$ cat src/rtl/clk_div_detect_if.sv
// Bundle of the clock-monitor signals for clk_div_detect.
// The master side drives the enable and the clock under measurement; the
// slave side (the detector) returns the measurement results.
interface clk_div_detect_if #(
    parameter int CNT_W = 8
);
    logic             en;
    logic             clk_in;
    logic [CNT_W-1:0] n_out;
    logic [CNT_W-1:0] high_out;
    logic             valid;
    logic             lock;
    logic             timeout;
    logic             duty_err;

    modport master (
        output en, clk_in,
        input  n_out, high_out, valid, lock, timeout, duty_err
    );

    modport slave (
        input  en, clk_in,
        output n_out, high_out, valid, lock, timeout, duty_err
    );
endinterface

$ cat src/rtl/clk_div_detect.sv
// Divided-clock detector: synchronises clk_in, measures its period and high
// time in clk cycles, raises lock after LOCK_CNT identical periods and pulses
// timeout when no rising edge arrives within 2^CNT_W-1 cycles.
// Optional macro DUTY_CHECK_EN adds a 50%-duty comparator (duty_err) that
// also gates lock; without it duty_err is tied low.
//
// state | meaning
// IDLE  | disabled, counters held at 0
// ARM   | waiting for the first rising edge; counts cycles for timeout
// MEAS  | measuring back-to-back periods, reporting on each rising edge
module clk_div_detect #(
    parameter int CNT_W       = 8,
    parameter int SYNC_STAGES = 2,
    parameter int LOCK_CNT    = 4
) (
    input  logic             clk,
    input  logic             rst_n,
    clk_div_detect_if.slave  bus
);
    typedef enum logic [1:0] {IDLE, ARM, MEAS} state_t;

    localparam logic [CNT_W-1:0] CNT_MAX  = '1;
    localparam logic [CNT_W-1:0] CNT_ONE  = CNT_W'(1);
    localparam logic [3:0]       LOCK_TGT = 4'(LOCK_CNT);

    logic [SYNC_STAGES-1:0] sync_q;
    logic                   s, s_d, rise;
    logic [CNT_W-1:0]       s_ext;

    state_t           state_q, state_d;
    logic [CNT_W-1:0] per_cnt, per_d;
    logic [CNT_W-1:0] hi_cnt, hi_d;
    logic             capture, to_fire, clr_match;

    logic [CNT_W-1:0] n_q, high_q;
    logic             valid_q, timeout_q;
    logic [3:0]       match_q;
    logic             duty_q;

    assign s     = sync_q[SYNC_STAGES-1];
    assign rise  = s & ~s_d;
    assign s_ext = {{(CNT_W-1){1'b0}}, s};

    // Synchroniser chain plus history flop for edge detection
    always_ff @(posedge clk or negedge rst_n) begin
        if (!rst_n) begin
            sync_q <= '0;
            s_d    <= 1'b0;
        end else begin
            sync_q <= {sync_q[SYNC_STAGES-2:0], bus.clk_in};
            s_d    <= s;
        end
    end

    // FSM state register
    always_ff @(posedge clk or negedge rst_n) begin
        if (!rst_n) state_q <= IDLE;
        else        state_q <= state_d;
    end

    // Next state and counter updates; a rise in the timeout cycle wins
    always_comb begin
        state_d   = state_q;
        per_d     = per_cnt;
        hi_d      = hi_cnt;
        capture   = 1'b0;
        to_fire   = 1'b0;
        clr_match = 1'b0;
        if (!bus.en) begin
            state_d   = IDLE;
            per_d     = '0;
            hi_d      = '0;
            clr_match = 1'b1;
        end else begin
            case (state_q)
                IDLE: begin
                    state_d = ARM;
                    per_d   = '0;
                    hi_d    = '0;
                end
                ARM: begin
                    if (rise) begin
                        state_d = MEAS;
                        per_d   = CNT_ONE;
                        hi_d    = s_ext;
                    end else if (per_cnt == CNT_MAX) begin
                        to_fire   = 1'b1;
                        clr_match = 1'b1;
                        per_d     = CNT_ONE;
                    end else begin
                        per_d = per_cnt + CNT_ONE;
                    end
                end
                MEAS: begin
                    if (rise) begin
                        capture = 1'b1;
                        per_d   = CNT_ONE;
                        hi_d    = s_ext;
                    end else if (per_cnt == CNT_MAX) begin
                        to_fire   = 1'b1;
                        clr_match = 1'b1;
                        state_d   = ARM;
                        per_d     = CNT_ONE;
                        hi_d      = '0;
                    end else begin
                        per_d = per_cnt + CNT_ONE;
                        hi_d  = hi_cnt + s_ext;
                    end
                end
                default: state_d = IDLE;
            endcase
        end
    end

    // Counters, result registers, pulses and the lock match counter
    always_ff @(posedge clk or negedge rst_n) begin
        if (!rst_n) begin
            per_cnt   <= '0;
            hi_cnt    <= '0;
            n_q       <= '0;
            high_q    <= '0;
            valid_q   <= 1'b0;
            timeout_q <= 1'b0;
            match_q   <= '0;
        end else begin
            per_cnt   <= per_d;
            hi_cnt    <= hi_d;
            valid_q   <= capture;
            timeout_q <= to_fire;
            if (capture) begin
                n_q    <= per_cnt;
                high_q <= hi_cnt;
            end
            if (clr_match) begin
                match_q <= '0;
            end else if (capture) begin
                if (match_q == '0 || per_cnt != n_q)
                    match_q <= 4'd1;
                else if (match_q < LOCK_TGT)
                    match_q <= match_q + 4'd1;
            end
        end
    end

`ifdef DUTY_CHECK_EN
    logic [CNT_W:0]   per_p1;
    logic [CNT_W-1:0] half_lo, half_hi;
    logic             duty_bad;

    assign per_p1   = {1'b0, per_cnt} + {{CNT_W{1'b0}}, 1'b1};
    assign half_lo  = per_cnt >> 1;
    assign half_hi  = per_p1[CNT_W:1];
    assign duty_bad = (hi_cnt != half_lo) && (hi_cnt != half_hi);

    // Duty flag refreshes with each new measurement, cleared when disabled
    always_ff @(posedge clk or negedge rst_n) begin
        if (!rst_n)        duty_q <= 1'b0;
        else if (!bus.en)  duty_q <= 1'b0;
        else if (capture)  duty_q <= duty_bad;
    end
`else
    assign duty_q = 1'b0;
`endif

    assign bus.n_out    = n_q;
    assign bus.high_out = high_q;
    assign bus.valid    = valid_q;
    assign bus.timeout  = timeout_q;
    assign bus.duty_err = duty_q;
    assign bus.lock     = (match_q >= LOCK_TGT) & ~duty_q;
endmodule

$ cat src/flat_wrapper.sv
// flat-port wrapper written by rule: the top's interface ports become plain ports
module clk_div_detect_flat 
#(
    parameter int CNT_W       = 8,
    parameter int SYNC_STAGES = 2,
    parameter int LOCK_CNT    = 4
)
  (clk, rst_n, bus_en, bus_clk_in, bus_n_out, bus_high_out, bus_valid, bus_lock, bus_timeout, bus_duty_err);
  clk_div_detect_if #(.CNT_W(CNT_W)) bus_i ();
  input  logic clk;
  input  logic rst_n;
  input wire logic [$bits(bus_i.en)-1:0] bus_en;
  input wire logic [$bits(bus_i.clk_in)-1:0] bus_clk_in;
  output wire logic [$bits(bus_i.n_out)-1:0] bus_n_out;
  output wire logic [$bits(bus_i.high_out)-1:0] bus_high_out;
  output wire logic [$bits(bus_i.valid)-1:0] bus_valid;
  output wire logic [$bits(bus_i.lock)-1:0] bus_lock;
  output wire logic [$bits(bus_i.timeout)-1:0] bus_timeout;
  output wire logic [$bits(bus_i.duty_err)-1:0] bus_duty_err;
  assign bus_i.en = bus_en;
  assign bus_i.clk_in = bus_clk_in;
  assign bus_n_out = bus_i.n_out;
  assign bus_high_out = bus_i.high_out;
  assign bus_valid = bus_i.valid;
  assign bus_lock = bus_i.lock;
  assign bus_timeout = bus_i.timeout;
  assign bus_duty_err = bus_i.duty_err;
  clk_div_detect #(.CNT_W(CNT_W), .SYNC_STAGES(SYNC_STAGES), .LOCK_CNT(LOCK_CNT)) u_core (.clk(clk), .rst_n(rst_n), .bus(bus_i));
endmodule
$ cat config.mk
export PLATFORM = sky130hd
export DESIGN_NAME = clk_div_detect_flat
export DESIGN_NICKNAME = d
export VERILOG_FILES = /design/src/rtl/clk_div_detect_if.sv /design/src/rtl/clk_div_detect.sv /design/src/flat_wrapper.sv
export SDC_FILE = /design/constraint.sdc
export NUM_CORES = 1
export LEC_CHECK = 0
export ABC_CLOCK_PERIOD_IN_PS = 2390
export CAP_MARGIN = 25
export CORE_MARGIN = 10
export CORE_UTILIZATION = 31
export CTS_BUF_LIST = sky130_fd_sc_hd__clkbuf_4
export DETAILED_ROUTE_END_ITERATION = 8
export PLACE_DENSITY = 0.51
export SYNTH_ARGS = -nofsm -noshare
export SYNTH_HDL_FRONTEND = slang
export SYNTH_SLANG_ARGS = --single-unit
export TNS_END_PERCENT = 10
$ cat constraint.sdc
create_clock -name clk -period 2.39 [get_ports clk]
set_clock_uncertainty 0.05 [all_clocks]
set_input_delay 0.239 -clock clk [delete_from_list [all_inputs] [get_ports clk]]
set_output_delay 0.239 -clock clk [all_outputs]
set_load 0.03 [all_outputs]
-- Word-level counts from Yosys, hierarchy flattened
Index checks and enable logic that the tools add are counted.
- bits in writable memories: 0
- latch bits: 0
- register bits: 43
- memory bits (read-only): 0
- memories kept: 0
- div/mod/pow operators: 0
- reduce and logical (&&, ||, !) cells: 9
- $add $sub $neg: 3
- shifts and indexed selects: 0
- $lt $le $gt $ge: 2
- multipliers: 0
- equality and inequality tests: 9
- bitwise logic cells: 2
- mux-type cells: 26
- operators by type and width (kind ; count):
    2-to-1 mux 8 bit ; 7
    one-hot mux 8 bit (3 select lines) ; 1
    2-to-1 mux 4 bit ; 4
    one-hot mux 8 bit (2 select lines) ; 1
    != test 3 x 2 -> 1 bit, second input constant ; 3
    adder 8 x 1 -> 8 bit ; 1
    adder 8 x 1 -> 8 bit, second input constant ; 1
    == test 8 bit, second input constant ; 1
    2-to-1 mux 1 bit ; 8
    2-to-1 mux 2 bit ; 4
    != test 8 bit ; 1
    one-hot mux 2 bit (3 select lines) ; 1
    adder 4 x 1 -> 4 bit, second input constant ; 1
    >= comparator 4 x 3 -> 1 bit, second input constant ; 1
    zero test 4 bit ; 1
    < comparator 4 x 3 -> 1 bit, second input constant ; 1
    != test 4 x 1 -> 1 bit, second input constant ; 1
    AND reduction 2 bit ; 2
    != test 3 bit, second input constant ; 1
    AND reduction 3 bit ; 1
    nonzero test 3 bit ; 1
    == test 2 x 1 -> 1 bit, second input constant ; 1
    == test 2 bit, second input constant ; 1
    zero test 2 bit ; 1
    other kinds (5) ; 5

-- Depth between registers and ports, before layout
Gate-level depths: netlist (run 1).
- word-level depth: 7
- depth in mapped cells: 8

-- Worst setup path before layout (run 1)
No wires, ideal clock.
- path kind: reg2reg
- from: register u_core.state_q[0]
- to: register u_core.hi_cnt[5]
- data arrival time: 1.616 ns
- path buffers: 1
- setup time: 0.082 ns
- clock period less this slack: 1.748 ns
- setup slack: 0.642 ns
- stages on the path, launching flop included: 8
- cell sequence: dfrtp_1 inv_1 ha_1 nand2_1 a311oi_4 buf_6 nand3_1 a31oi_1
- word-level cells in the longest chain between the ends: 3
- elaborated cells between the ends (all ways): 8
- RTL lines (what ; line ; RTL):
    from (decl) ; clk_div_detect.sv:30 ; state_t state_q, state_d;
    from (signal assigned) ; clk_div_detect.sv:58 ; else state_q <= state_d;
    == test 2 bit (tied with other cells) ; clk_div_detect.sv:75 ; case (state_q)
    one-hot mux 8 bit (3 select lines) (tied with other cells) ; clk_div_detect.sv:75 ;
    2-to-1 mux 8 bit or AND reduction 2 bit (tied branches) ; -- ;
    to (signal assigned) ; clk_div_detect.sv:127 ; hi_cnt <= hi_d;
    to (decl) ; clk_div_detect.sv:32 ; logic [CNT_W-1:0] hi_cnt, hi_d;
Several ways; a longest one is shown, not always the timed one.
A chain may end at the register's enable or synchronous reset.

-- Worst setup path in the final report (run 1)
- from: register u_core.state_q[1]
- to: register u_core.hi_cnt[6]
The elaborated chain is that of the path after synthesis.

==> results of run 1 <==
==> power by group through the flow <==
stage / sequential [mW] / combinational (mW) / clock [mW]
after global routing: 0.755 / 0.212 / 0.413
final: 0.752 / 0.187 / 0.370
after CTS: 0.752 / 0.189 / 0.390
after floorplan: 0.771 / 0.117 / 0
after detailed placement: 0.766 / 0.187 / 0
after global placement: 0.766 / 0.186 / 0
==> timing repair <==
item / CTS / global route
endpoints found under the hold margin: 14 / 0
hold buffers: 1 / 0
setup endpoints to repair: 0 / 0
==> registers in the layout (all words and copies together) (netlist names) <==
name                 cells
u_core.bus.timeout       1
u_core.match_q           4
u_core.bus.n_out         8
u_core.sync_q            2
u_core.per_cnt           8
u_core.bus.valid         1
u_core.s_d               1
u_core.state_q           2
u_core.bus.high_out      8
u_core.hi_cnt            8
==> routing by layer <==
metal / global-route usage / part of all wire
met5: 0 / 0
met4: 0.0288 / 0.019
met3: 0.0285 / 0.042
met2: 0.163 / 0.48
met1: 0.114 / 0.46
==> cells by family (layout without fill, tap and decap cells) <==
kind of cell               Yosys count  after routing  synth area share
and+or+nand+nor                    103            103             0.213
DFF                                 43             43             0.492
buffers and inverters               21             53            0.0492
adders and majority gates            8              8            0.0458
other                                1              1           0.00171
xor gates and xnor gates            11             11            0.0441
AOI/OAI and AO/OA                   47             47             0.154
==> worst paths after layout <==
kind	endpoint	slack, ns	cells past startpoint
worst max-delay path	u_core.hi_cnt[6]	0.37	6
worst min-delay path	u_core.match_q[0]	0.26	2
worst max register to register	u_core.hi_cnt[6]	0.37	6
worst min register to register	u_core.sync_q[1]	0.32	0
max in group asynchronous	u_core.hi_cnt[6]	1.33	3
min in group clk	u_core.sync_q[0]	0.27	1
==> through the flow <==
stage	instance area (um2)	std cells	hold WS, ns
global placement	2530	353	0.118
floorplan	2190	234	-0.107
finish	2600	362	0.262
CTS	2600	362	0.246
detailed placement	2530	353	0.125
global route	2600	362	0.266
==> layout make-up <==
type	count	area [um2]
clock buffer	6	45.0
sequential	43	1080
timing repair buffer	33	300
tap	96	120
multi-input combinational	170	1000
clock inverter	2	12.5
inverter	12	45.0
fill	721	4230
==> cells in the final DEF, fill, tap and decap left out, drive strengths merged, types with 4 or more instances in the layout <==
master and n:
nand2 56, dfrtp 43, clkdlybuf4s50 21, nor2 13
nand3 13, o21ai 12, inv 11, buf 11
a31oi 10, xor2 8, ha 8, nor3 6
clkbuf 6, a21oi 5, a211oi 4
==> results by group, run 1 <==
Outcome
  – Status: finished, final reports clean

Pwr
  – VDD IR max: 167 uV
  – Leakage power total: 1.20 nW
  – Clock Power Share: 0.283
  – Switching share of power: 0.288
  – Total power per unit cell area: 503 nW/um2
  – Reg power frac: 0.574
  – Gate power share: 0.143
  – Sw Pwr: 0.377 mW
  – Pint: 0.933 mW
  – Total chip power: 1.31 mW

Routing
  – Post-route ant nets: 0
  – 1st-pass router iterations: 4
  – Wire length per cell: 13.7 um
  – Vias per inst: 4.89
  – Remaining DRCs: 0
  – Total Wirelength: 4970 um
  – Vias: 1771
  – Drt first-iter violations: 76

Yosys
  – EDFF count, synth: 0
  – FFs w/ async S/R, synth: 1.00
  – Sequential area share after synthesis: 0.492
  – Syn_nets: 246
  – #FFs+latches synth: 43
  – Post-synthesis instance area: 2190 um2
  – Syn_area_per_cell: 9.35 um2
  – Yosys top cell by area: dfrtp_1
  – Commonest cells post-synth: nand2_1, dfrtp_1, nand3_1, nor2_1
  – Top cell type's share of synthesized area: 0.492
  – Mapped Cells: 234
  – Most instantiated library cell after synthesis: nand2_1
  – Top FF cell, synth: dfrtp_1
  – Yosys cell types: 43
  – Largest cells by area after synthesis: dfrtp_1, nand2_1, ha_1, xor2_1, nand3_1
  – YS warnings: 0

Setup path
  – Worst reg2reg path startpoint: u_core.state_q[1]
  – Critical path class: reg2reg
  – Most Frequent Cell on Critical Path: nand2_1
  – CP max stage delay: 0.60 ns
  – Crit path max fanout: 13
  – CP Launch Type: register
  – WP data arrival: 2.25 ns
  – Req. time, crit path: 2.62 ns
  – Slowest cell on crit path: a311oi_4
  – CP Capture Type: register
  – Cell Chain, Critical Path: inv_1 -> ha_1 -> nand2_1 -> a311oi_4 -> nand2_1 -> o221ai_1
  – CP Buf/Inv Count: 1
  – CP top delay family: compound AO/OA/AOI/OAI gates
  – Worst setup path start: u_core.state_q[1]

Clock network
  – CTS Buffer Depth: 2
  – Skew-Pair Late Insertion Delay: 0.36 ns
  – CTS root buf: clkbuf_4
  – H-Tree Depth: 2
  – CTS buffer count: 5
  – Total clock sinks: 43
  – CTS tree: built
  – Postcts setup bufs: 0
  – Post-cts sizing count: 0
  – Worst-path clk slew: 0.13 ns

Floorplan
  – I/O pin count: 24
  – Die H: 104 um
  – Chip width: 104 um
  – Die Area: 10800 um2
  – CORE AREA: 6830 um2
  – FP Rows: 30
  – Initial core utilization: 0.320

STA
  – Post-route minimum period: 2.02 ns
  – Worst slew pin tran: 0.627 ns
  – Endpoints failing hold: 0
  – Fin crit share: 0.845
  – Slew margin rel.: 0.582
  – Slew Viols, Final: 0
  – Setup_tns: 0 ns
  – RSZ-0062 raised after global routing: no
  – # setup viols final: 0
  – Final worst slack: 0.371 ns
  – Max Clock Freq: 495 MHz

Place
  – Final HPWL DP: 3740 um
  – Gp weighted congestion: 0.833
  – Buffers on Ports: 22
  – Pre-CTS setup slack: 0.395 ns

Global route
  – Pin count of the biggest net entering global routing: 30
  – Remaining global-route overflow: 0
  – Global-route wire length before repair: 8790 um
  – Gr usage total: 0.0959
  – Vias in the first global route: 1856
  – Initial antenna violation count: 0

Hold path
  – Hold crit path type: in2async

Finish
  – Share of layout cells above drive strength 1: 0.0940
  – Final Core Density: 0.381
  – N_diodes: 0
  – Nets: 277
  – Area Overhead vs Synth: 19.0%

Run
  – Number of max-cap violations: 0
Power figures use the tool's default switching activity.
==> inputs of run 2 (changes only) <==
ABC_CLOCK_PERIOD_IN_PS = 1800   (was 2390)
PLACE_DENSITY = 0.53   (was 0.51)
clock period = 1.8 ns   (was 2.39 ns; I/O delays follow)
==> results by group, run 2 (same netlist as run 1, synthesis figures left out) <==
Pwr
  – Total chip power: 1.75 mW
  – Total power per unit cell area: 639 nW/um2
  – Leakage power total: 1.27 nW
  – VDD IR max: 336 uV

Clock network
  – Worst-path clk slew: 0.12 ns
  – CTS root buf: clkbuf_4
  – Total clock sinks: 43
  – H-Tree Depth: 2
  – CTS Buffer Depth: 2
  – Skew-Pair Late Insertion Delay: 0.34 ns
  – CTS buffer count: 5
  – CTS tree: built

Floorplan
  – CORE AREA: 6830 um2
  – Chip width: 104 um
  – Die Area: 10800 um2
  – FP Rows: 30
  – Initial core utilization: 0.320
  – Die H: 104 um
  – I/O pin count: 24

Run
  – Number of max-cap violations: 0

STA
  – Setup_tns: 0 ns
  – Slew Viols, Final: 0
  – Post-route minimum period: 1.72 ns
  – Worst slew pin tran: 0.544 ns
  – Endpoints failing hold: 0
  – RSZ-0062 raised after global routing: yes
  – Fin crit share: 0.955
  – Hold_ws: 0.218 ns
  – Slew margin rel.: 0.638
  – Final worst slack: 0.0809 ns
  – # setup viols final: 0
  – Max Clock Freq: 582 MHz

Outcome
  – Status: finished, final reports clean

Routing
  – Drt first-iter violations: 85
  – Routed wl met3: 246 um
  – Vias: 1834
  – Wire length per cell: 13.2 um
  – Vias per inst: 4.88
  – Remaining DRCs: 0
  – M1 wire length: 2320 um
  – Post-route ant nets: 0
  – Met2 WL: 2310 um
  – Uppermost routed layer: met4
  – 1st-pass router iterations: 5
  – Total Wirelength: 4950 um

Setup path
  – WP data arrival: 1.91 ns
  – Cell Chain, Critical Path: buf_4 -> xor2_1 -> nor4_2 -> nand3_1 -> o221a_2
  – Critical path class: reg2reg
  – Slowest cell on crit path: dfrtp_1
  – Crit path max fanout: 4
  – CP top delay family: simple AND/OR/NAND/NOR gates
  – CP Launch Type: register
  – CP Buf/Inv Count: 1
  – CP max stage delay: 0.43 ns
  – Req. time, crit path: 1.99 ns
  – CP Capture Type: register

Place
  – Gp weighted congestion: 0.764
  – Pre-CTS setup slack: 0.00551 ns
  – Buffers on Ports: 22
  – Placed cell area: 2630 um2
  – Final HPWL DP: 3610 um

Global route
  – Pin count of the biggest net entering global routing: 44
  – Initial antenna violation count: 0
  – Gr usage total: 0.0914
  – Global-route wire length before repair: 8540 um
  – Vias in the first global route: 1811
  – Remaining global-route overflow: 0

Finish
  – Share of layout cells above drive strength 1: 0.146
  – Commonest cells after routing, fill and taps aside: nand2_1, dfrtp_1, buf_4
  – Design Area, Final: 2740 um2
  – Area Overhead vs Synth: 25.2%
  – N_diodes: 0
  – Nets: 291
  – Commonest non-fill, non-tap cell in the layout: nand2_1

Hold path
  – Hold crit path type: in2reg
==> run 2: cell count changes in the layout (fill, tap and decap cells not counted), sizes merged <==
cell / before / now
buf: 11 / 25
clkdlybuf4s50: 21 / 20
clkbuf: 6 / 5
clkinv: 2 / 3
dlygate4sd2: 0 / 1
==> run 2: worst paths after layout <==
kind,from,end,slack (ns),cells after the start
worst max-delay path,u_core.per_cnt[0],u_core.match_q[0],0.08,5
worst min-delay path,bus_clk_in,u_core.sync_q[0],0.22,1
worst max register to register,u_core.per_cnt[0],u_core.match_q[0],0.08,5
worst min register to register,u_core.sync_q[0],u_core.sync_q[1],0.31,0
max in group asynchronous,rst_n,u_core.state_q[1],0.94,3
min in group asynchronous,rst_n,u_core.match_q[1],0.37,3
==> run 2: metrics by stage <==
step | cells | util
6_report | 376 | 0.401
5_1_grt | 376 | 0.401
3_5_place_dp | 364 | 0.385
4_1_cts | 373 | 0.394
3_3_place_gp | 364 | 0.385
2_1_floorplan | 234 | -
==> run 2: timing repair <==
action	4_1_cts	5_1_grt
endpoints found under the hold margin	43	0
pin swaps	0	4
resized for setup	1	7
endpoints found under the setup margin	1	17
hold buffers	1	0
buffers inserted	0	3
==> run 2: metal layers <==
layer / GRT usage / vias to the layer above
li1: - / 908
met1: 0.118 / 865
met2: 0.145 / 53
met3: 0.0273 / 8
met4: 0.0239 / 0
met5: 0 / -
==> run 2: area by class of cell <==
| cell class | instances | area, um2 |
|---|---|---|
| inverter | 12 | 45.0 |
| tap | 96 | 120 |
| clock inverter | 3 | 15.0 |
| fill | 705 | 4090 |
| sequential | 43 | 1080 |
| clock buffer | 5 | 37.5 |
| timing repair buffer | 47 | 420 |
| multi-input combinational | 170 | 1020 |
==> run 2: where the power goes <==
part	internal, mW	switching, mW	leakage (nW)	total [mW]
logic	0.126	0.174	0.657	0.300
clock network	0.144	0.306	0.0263	0.450
registers	0.984	0.0158	0.591	1.00
==> variant 1 (flow settings as in run 1) <==
`SYNC_STAGES` is set to 2 in 2 places; all go to 4.
--- a/src/rtl/clk_div_detect.sv
+++ b/src/rtl/clk_div_detect.sv
@@ -12,3 +12,3 @@
     parameter int CNT_W       = 8,
-    parameter int SYNC_STAGES = 2,
+    parameter int SYNC_STAGES = 4,
     parameter int LOCK_CNT    = 4
--- a/src/flat_wrapper.sv
+++ b/src/flat_wrapper.sv
@@ -4,3 +4,3 @@
     parameter int CNT_W       = 8,
-    parameter int SYNC_STAGES = 2,
+    parameter int SYNC_STAGES = 4,
     parameter int LOCK_CNT    = 4
Formal check against the unedited RTL: not equivalent (a bounded check fails within 10 cycles, from zero or initial values and one cycle with rst_n low).
==> variant 1 against run 1 <==
First-iteration DRC count decreased by 24%. Sequential cell count is 2 higher. Setup slack improved by 0.0093 ns. Synthesized area is 0.40% higher. Cell area hardly changed. Routed wire length is 7.3% lower. Total power grew 8.2%. Non-clock buffer count decreased by 3. Count of clock-buffer cells in the layout shrank 1. Critical path type unchanged.
==> variant 1: results (changes against run 1) <==
- Internal reg-to-reg setup slack: 0.38 ns
- Maximum fanout count along the critical path: 8 (-5)
* Post-synth EDFFs: 0 (unchanged)
- The peak per-stage delay on the critical path is 0.41 ns (-0.19 ns).
- The final cell count without fillers was 350 (-3.3%).
* DRC violation total after the first TritonRoute iteration: 58 (-24%)
- Peak supply drop: 0.175 mV (+4.6%)
- Weighted congestion reported at the end of routability-driven placement: 0.763 (-8.5%)
* Type of the worst min-delay path: primary input to flip-flop
- The total track usage came to 8.90% (-0.69 points).
* Worst path slowest cell: sky130_fd_sc_hd__dfrtp_1
- The number of hold buffers added after CTS came to 1 (unchanged).
- The transition time at the pin with the least slew margin was 0.583 ns (-0.0449 ns).
- Leading cell types by count after synthesis: sky130_fd_sc_hd__nand2_1 (60), sky130_fd_sc_hd__dfrtp_1 (45), sky130_fd_sc_hd__nor2_1 (15)
- The wire length of the first global-routing pass came to 8.13 mm (-7.5%).
- The number of placed instances, taps included is 341 (-3.4%).
* Outcome: finished, final reports clean
- The arrival time at the worst endpoint was 2.21 ns (-0.04 ns).
- The number of CTS-inserted buffers was 5 (unchanged).
- The routed via count divided by cell count came to 4.60 (-6.0%).
- Proportion of layout cells with a drive suffix above 1: 9.84% (+0.44 points)
- The sum of net half-perimeters after detailed placement is 3.34 mm (-11%).
- Post-synthesis net count: 235 (-4.5%)
* Vias in the first global route: 1624 (-13%)
* Largest cells by area after synthesis: sky130_fd_sc_hd__dfrtp_1 (51%), sky130_fd_sc_hd__nand2_1 (10%), sky130_fd_sc_hd__ha_1 (4.6%)
- The sequential element share of the synthesized area came to 51.3% (+2.1 points).
- Clock slew seen by the registers of the worst setup and hold paths: 0.13 ns (about the same)
- Number of instances in the synthesized netlist: 223 (-4.7%)
* Buffers from clock root to sink, at most: 2 (unchanged)
- Filler cell count in the final layout: 727 (+0.83%)
- Pin count of the biggest net entering global routing: 46 (+53%)
* Leakage power: 0.00123 uW (+2.3%)
- Buffers inserted by post-CTS timing repair: 0 (unchanged)
* Post-synthesis cell type count: 45 (+4.7%)
- Nets: 265 (-4.3%)
- Total wire length: 4.61 mm (-7.3%)
==> variant 1: per-stage QoR <==
| stage | hold WS (ns) | instance area (um^2) | utilization, % | worst slack, ns |
|---|---|---|---|---|
| final | 0.260 | 2600 | 38.1 | 0.381 |
| after global routing | 0.243 | 2600 | 38.1 | 0.235 |
| after CTS | 0.250 | 2600 | 38.1 | 0.343 |
| after detailed placement | 0.290 | 2540 | 37.2 | 0.388 |
| after global placement | 0.282 | 2540 | 37.2 | 0.471 |
| after floorplan | -0.107 | 2200 | - | 0.691 |
==> variant 1: layer usage <==
layer / vias up / share of wire (%) / GRT usage, %
met1: 780 / 49 / 11.1
met3: 4 / 4.7 / 3.28
met4: 0 / 1.0 / 2.78
li1: 803 / - / -
met2: 23 / 45 / 13.9
met5: - / 0 / 0
==> variant 1: kinds of logic after synthesis <==
family	after synthesis	synth area share (%)
AOI/OAI and AO/OA	37	12.7
xor gates and xnor gates	17	6.78
adders and majority gates	8	4.56
buffers and inverters	15	3.42
DFF	45	51.3
other	1	0.171
and+or+nand+nor	100	21.1
==> variant 1: report_power, final <==
part	total (uW)	internal (uW)	leakage, uW	switching [uW]
Sequential	802	782	0.000615	20.4
Combinational	250	91.1	0.000580	159
Clock	365	112	0.0000326	253
Total	1420	985	0.00123	432
==> variant 1: final timing paths <==
check	depth (start not counted)	end	start
min in group asynchronous	3	u_core.hi_cnt[7]	rst_n
max	7	u_core.hi_cnt[7]	u_core.state_q[0]
min reg2reg	0	u_core.sync_q[2]	u_core.sync_q[1]
max in group asynchronous	3	u_core.s_d	rst_n
max reg2reg	7	u_core.hi_cnt[7]	u_core.state_q[0]
min	1	u_core.sync_q[0]	bus_clk_in
==> variant 1: worst register-to-register path, delay by kind of cell, from the launching register on <==
family | cells | cell delay, ns
AO/OA/AOI/OAI | 2 | 0.58
AND/OR/NAND/NOR | 3 | 0.43
adder cells (fa/ha/maj) | 1 | 0.33
buffers and inverters | 1 | 0.11
flip-flops | 1 | 0.41
==> variant 1: cell type report <==
| type | instances | area [um^2] | share of cell area [%] |
|---|---|---|---|
| Sequential cell | 45 | 1130 | 43.2 |
| Multi-Input combinational cell | 163 | 995 | 38.2 |
| Tap cell | 96 | 120 | 4.61 |
| Clock buffer | 5 | 37.5 | 1.44 |
| Timing Repair Buffer | 30 | 278 | 10.7 |
| Clock inverter | 3 | 17.5 | 0.673 |
| Inverter | 8 | 30.0 | 1.15 |
==> variant 2 (flow settings as in run 1) <==
Made on the original files. Encoding of `state_t`: now one-hot (3 bits for 3 states).
--- a/src/rtl/clk_div_detect.sv
+++ b/src/rtl/clk_div_detect.sv
@@ -19,3 +19,3 @@
 );
-    typedef enum logic [1:0] {IDLE, ARM, MEAS} state_t;
+    typedef enum logic [2:0] {IDLE = 3'b001, ARM = 3'b010, MEAS = 3'b100} state_t;
 
Check against the original RTL: no difference found for any inputs over 10 cycles, from zero or initial values and one cycle with rst_n low; not proved beyond that.
==> variant 2 against run 1 <==
Setup slack better by 0.0086 ns. Global-route usage decreased by 0.64 points. Total power is 3.6% higher. Routed wire length down 4.7%. Cell area is 0.19% higher. Fmax rose by 0.43%. Sequential cell count grew 1. Clock power is essentially flat. Synthesized cell count down 4.3%. Critical path depth down 3. Synthesized area increased by 1.1%. Critical path type is now flip-flop to output pin. Largest power group unchanged. Highest routed layer unchanged.
==> variant 2: results (changes against run 1) <==
- Filler cell count in the final layout: 717 (-0.55%)
* Outcome: finished, final reports clean
- The maximum vdd ir drop came to 0.254 mV (+52%).
* Type of the worst min-delay path: primary input to flip-flop
- Post-synthesis net count: 233 (-5.3%)
* DRC violation total after the first TritonRoute iteration: 85 (+12%)
- Port-buffer cells: 22 (unchanged)
- DP Wirelength: 3.51 mm (-6.3%)
- The arrival time at the worst endpoint came to 1.72 ns (-0.53 ns).
- Leading cell types by count after synthesis: sky130_fd_sc_hd__dfrtp_1 (43), sky130_fd_sc_hd__nand2_1 (32), sky130_fd_sc_hd__nor2_1 (21)
* Length of the first detailed-routing pass in iterations: 4 (unchanged)
- The final layout net count is 260 (-6.1%).
- Weighted congestion reported at the end of routability-driven placement: 0.764 (-8.4%)
- Wire length of the first global-routing pass: 8.16 mm (-7.2%)
* Place WS: 0.395 ns (-0.000540 ns)
- The proportion of layout cells with a drive suffix above 1 was 11.9% (+2.5 points).
- Core region area: 6870 um^2 (+0.55%)
- Among all flip-flop cells after synthesis, the most frequent one is sky130_fd_sc_hd__dfrtp_1.
- The worst register-to-register path begins at u_core.per_cnt[0].
- Pin count of the biggest net entering global routing: 20 (-33%)
- Total via count after detailed routing: 1683 (-5.0%)
* Largest cells by area after synthesis: sky130_fd_sc_hd__dfrtp_1 (49%), sky130_fd_sc_hd__nand2_1 (5.4%), sky130_fd_sc_hd__xnor2_1 (4.8%)
- Sequential-to-total area share from yosys stat: 49.9% (+0.66 points)
* Start point of the critical path: u_core.match_q[2]
- Initial antenna violation count: 0 (unchanged)
- The total track usage is 8.95% (-0.64 points).
## variant 2: cell count changes after synthesis, sizes merged, moves of 3 or more
cell,delta
a22oi,+3
a31oi,-8
clkbuf,+4
ha,-3
mux2,+8
nand2,-24
nand4,+3
nor2,+8
nor2b,+3
xnor2,+9
xor2,-5
## variant 2: cells by family (layout without fill, tap and decap cells)
kind of cell,Yosys count,after routing,share of synthesized area [%]
buf+inv,20,48,4.47
xor+xnor,15,15,5.94
compound gates,40,40,12.1
other cells,1,1,0.170
mux,8,8,4.07
fa+ha+maj,5,5,2.83
flops,44,44,49.9
simple gates,91,91,20.5
## variant 2: critical path, cell delays in order (launching register included)
cell,delay [ns]
sky130_fd_sc_hd__dfrtp_1,0.40
sky130_fd_sc_hd__nor2_1,0.31
sky130_fd_sc_hd__inv_1,0.07
sky130_fd_sc_hd__clkdlybuf4s50_1,0.60
## variant 2: power by group
part	switching (uW)	leakage [uW]	internal, uW	total (uW)
combinational	108	0.000543	64.9	173
clock	232	0.0000338	136	369
sequential	47.0	0.000603	768	815
total	387	0.00118	969	1360
## variant 2: final timing paths
check	end	slack [ns]
max in group asynchronous	u_core.state_q[0]	1.42
min in group asynchronous	u_core.bus.n_out[7]	0.27
hold / removal	u_core.sync_q[0]	0.26
setup reg to reg	u_core.hi_cnt[7]	0.39
setup / recovery	bus_lock	0.38
hold reg to reg	u_core.sync_q[1]	0.31
## variant 2: final cells by class
cell class	instances	area (um^2)	share of cell area (%)
Sequential cell	44	1100	42.3
Timing Repair Buffer	31	285	10.9
Inverter	9	33.8	1.30
Clock buffer	7	52.6	2.02
Clock inverter	1	3.75	0.144
Tap cell	96	120	4.61
Multi-Input combinational cell	160	1010	38.7
## variant 2: layer usage
metal  track usage, %  part of all wire, %
met2             12.8                   44
met1             11.9                   48
met3             3.47                  6.8
met5                0                    0
met4             3.18                  1.0
## variant 2: per-stage QoR
stage	hold slack, ns	area (um^2)	std cells	power (uW)	util, %
global placement	0.142	2540	339	1000	37.0
CTS	0.245	2610	348	1380	38.0
finish	0.264	2610	348	1360	38.0
floorplan	-0.107	2210	224	958	-
global route	0.236	2610	348	1430	38.0
detailed placement	0.143	2540	339	1000	37.0
